File: src/rtl/cla_checker_sat_counter.sv
// Saturating up-counter with synchronous clear.
// Holds at all-ones instead of wrapping.
module sat_counter #(
  parameter int CNT_W = 16
) (
  input  logic             clk,
  input  logic             rst,
  input  logic             inc,
  input  logic             clr,
  output logic [CNT_W-1:0] cnt
);

  logic [CNT_W-1:0] count;

  always_ff @(posedge clk) begin
    if (rst || clr) begin
      count <= '0;
    end else if (inc && (count != '1)) begin
      count <= count + CNT_W'(1);
    end
  end

  assign cnt = count;

endmodule

File: config.mk
export PLATFORM = sky130hd
export DESIGN_NAME = sat_counter
export DESIGN_NICKNAME = d
export VERILOG_FILES = /design/src/rtl/cla_checker_sat_counter.sv
export SDC_FILE = /design/constraint.sdc
export NUM_CORES = 1
export LEC_CHECK = 0
export CORE_UTILIZATION = 45
export CTS_BUF_LIST = sky130_fd_sc_hd__clkbuf_4
export CTS_CLUSTER_SIZE = 40
export DETAILED_ROUTE_END_ITERATION = 12
export GPL_TIMING_DRIVEN = 0
export HOLD_SLACK_MARGIN = 0.12
export PLACE_DENSITY = 0.73
export SKIP_LAST_GASP = 1
export SLEW_MARGIN = 20
export SYNTH_ARGS = -nofsm -noshare
export SYNTH_HDL_FRONTEND = slang
export SYNTH_SLANG_ARGS = --single-unit
File: constraint.sdc
create_clock -name clk -period 5 [get_ports clk]
set_input_delay 0.5 -clock clk [delete_from_list [all_inputs] [get_ports clk]]
set_output_delay 0.5 -clock clk [all_outputs]
set_load 0.02 [all_outputs]
==> run metrics <==
CTS H-tree lvls=1; hold_sp=cnt[15]; commonest non-fill, non-tap cell in the layout=clkdlybuf4s50_1; kind of cell adding the most delay to the critical path=buffers and inverters; max reg flops=16; clock latency on the worst-skew pair=280 ps; antenna cells=0; CTS tree=built; Placer Congestion=0.734; deepest clock path buffer count=2; first-pass GRT wire length=3040 um; # hold bufs at CTS=0; final period utilization=38.2%; Die Y=45.4 um; Max IR drop VDD=0.126 mV; CTS Sinks=16; DP Cell Count=139; post-synth cell types=30; P&R area growth vs syn=29.2%; Leak Pwr=0.383 nW; vias per cell=5.61; DR pass1 iterations=4; die extent in x=45.4 um; r2r worst-path depth=5; final net count=124; die area=2060 um2; Slew headroom=57.2%; # IOs=20; Setup crit end kind=output port; Reg clk slew, reported paths=100 ps; gr ovfl total=0; largest net degree at the start of global routing=11; critical path required time=4500 ps; Ys Warns=0; Setup Crit Path Kind=flop to output port; FILL cells=178; final hold vios=0; CP max FO=7; drt total wl=1810 um; worst hold endpoint=cnt[15]; PortBufs=19; max-cap check violation count=0; Max Freq=524 MHz; CTS buffer count=3; final setup violation count=0; row count=15; post-CTS setup buffers=0; Mapped Cells=95; Avg Inst Size Synth=8.92 um2; drt initial violations=10; clk_skew=1.30 ps; critical path launch point type=flop; CP cell instances=clkdlybuf4s50_1; slowest cell on the critical path=clkdlybuf4s50_1; R2R Path End=cnt[9]; Final TNS setup=0 ps; worst slew pin tran=637 ps; core area=1750 um2; drt wl/cell=12.7 um; layout cells sized above 1=9.32%; post-CTS resize count=0; drt drc=0; CTS Root Cell=clkbuf_4; initial antenna violation count=0; Critical Path AT=1410 ps; vias in the first global route=698; Reg2Reg Setup Slack=3200 ps; WHS Path Cells=2; commonest non-fill, non-tap cells in the layout=clkdlybuf4s50_1, dfxtp_1, a21oi_1; synthesized cell area=847 um2; crit path buf inv count=1; Final min period=1910 ps; CP max stage delay=650 ps; HP Class=flop to flop; initial core utilization=48.5%; Non-Filler Instances=143; Tot GR Track Use=20.4%; Vias=802; RSZ-0062 raised after global routing=no; post-synthesis sequential area ratio=37.8%; run status=finished, final reports clean; max-slew violations=0; PD cells=193 nW/um2; synthesized flop and latch total=16; post-route ant nets=0; R2R Path Start=cnt[0]; Mapped Nets=100
-- logic make-up (layout without fill, tap and decap cells) --
family	Yosys count	in the layout	synth area share, %
AO/OA/AOI/OAI	27	27	21.9
XOR/XNOR	3	3	3.10
adder cells (fa/ha/maj)	1	1	1.48
buffers and inverters	4	27	1.92
flip-flops	16	16	37.8
AND/OR/NAND/NOR	44	44	33.8
-- per-layer routing --
layer,global-route usage [%],routed length (um),vias to the layer above
li1,-,-,425
met1,27.0,909,361
met2,33.1,838,14
met3,2.38,49,2
met4,9.09,17,0
met5,0,0,-
-- per-stage QoR --
| step | power [mW] | setup WS, ps | utilization (%) | instance area [um2] | hold slack, ps |
|---|---|---|---|---|---|
| after floorplan | 0.137 | 3240 | - | 847 | 566 |
| after global placement | 0.143 | 2840 | 61.2 | 1070 | 490 |
| after detailed placement | 0.143 | 2830 | 61.2 | 1070 | 503 |
| after CTS | 0.211 | 3080 | 62.7 | 1090 | 514 |
| after global routing | 0.219 | 2990 | 62.7 | 1090 | 544 |
| final | 0.211 | 3090 | 62.7 | 1090 | 508 |
-- final cells by class --
type | count | area, um2 | share of cell area, %
Timing Repair Buffer | 19 | 190 | 17.4
Clock buffer | 3 | 22.5 | 2.06
Buffer | 3 | 12.5 | 1.14
Sequential cell | 16 | 320 | 29.3
Clock inverter | 1 | 3.75 | 0.343
Multi-Input combinational cell | 75 | 510 | 46.6
Tap cell | 25 | 31.3 | 2.86
Inverter | 1 | 3.75 | 0.343
-- power breakdown --
part	internal, mW	switching [mW]
Clock	0.0290	0.0423
Sequential	0.128	0.000716
Combinational	0.00499	0.00602
-- Yosys cell counts, drive strengths merged --
cell type / n / area, um2
nand4: 7 / 65.1
and4: 4 / 35.0
or2: 1 / 6.26
o31ai: 3 / 22.5
nand2: 6 / 22.5
or3: 5 / 31.3
and2: 2 / 12.5
nand3: 5 / 25.0
a31oi: 3 / 18.8
inv: 1 / 3.75
nor4: 1 / 12.5
xnor2: 1 / 8.76
o211a: 1 / 10.0
nor3: 1 / 5.00
a41o: 4 / 40.0
a21oi: 9 / 45.0
dfxtp: 16 / 320
xor2: 2 / 17.5
nor2: 7 / 26.3
clkbuf: 3 / 12.5
a211oi: 1 / 7.51
ha: 1 / 12.5
or4: 4 / 33.8
o21ai: 5 / 25.0
o41ai: 1 / 16.3
and3: 1 / 11.3
-- worst max-delay path by stage --
stage / start / end / slack, ps / cells after the start
floorplan: cnt[0] / cnt[5] / 3240 / 4
global placement: inc / cnt[10] / 2840 / 5
detailed placement: inc / cnt[14] / 2830 / 5
CTS: cnt[4] / cnt[4] / 3080 / 1
global route: cnt[1] / cnt[9] / 2990 / 5
finish: cnt[4] / cnt[4] / 3090 / 1
-- worst reg2reg max path: cells and delay by family, from the launching register on --
family / cells / cell delay, ps
AO/OA/AOI/OAI: 2 / 330
flip-flops: 1 / 410
AND/OR/NAND/NOR: 2 / 790
adder cells (fa/ha/maj): 1 / 210
Power figures use the tool's default switching activity.
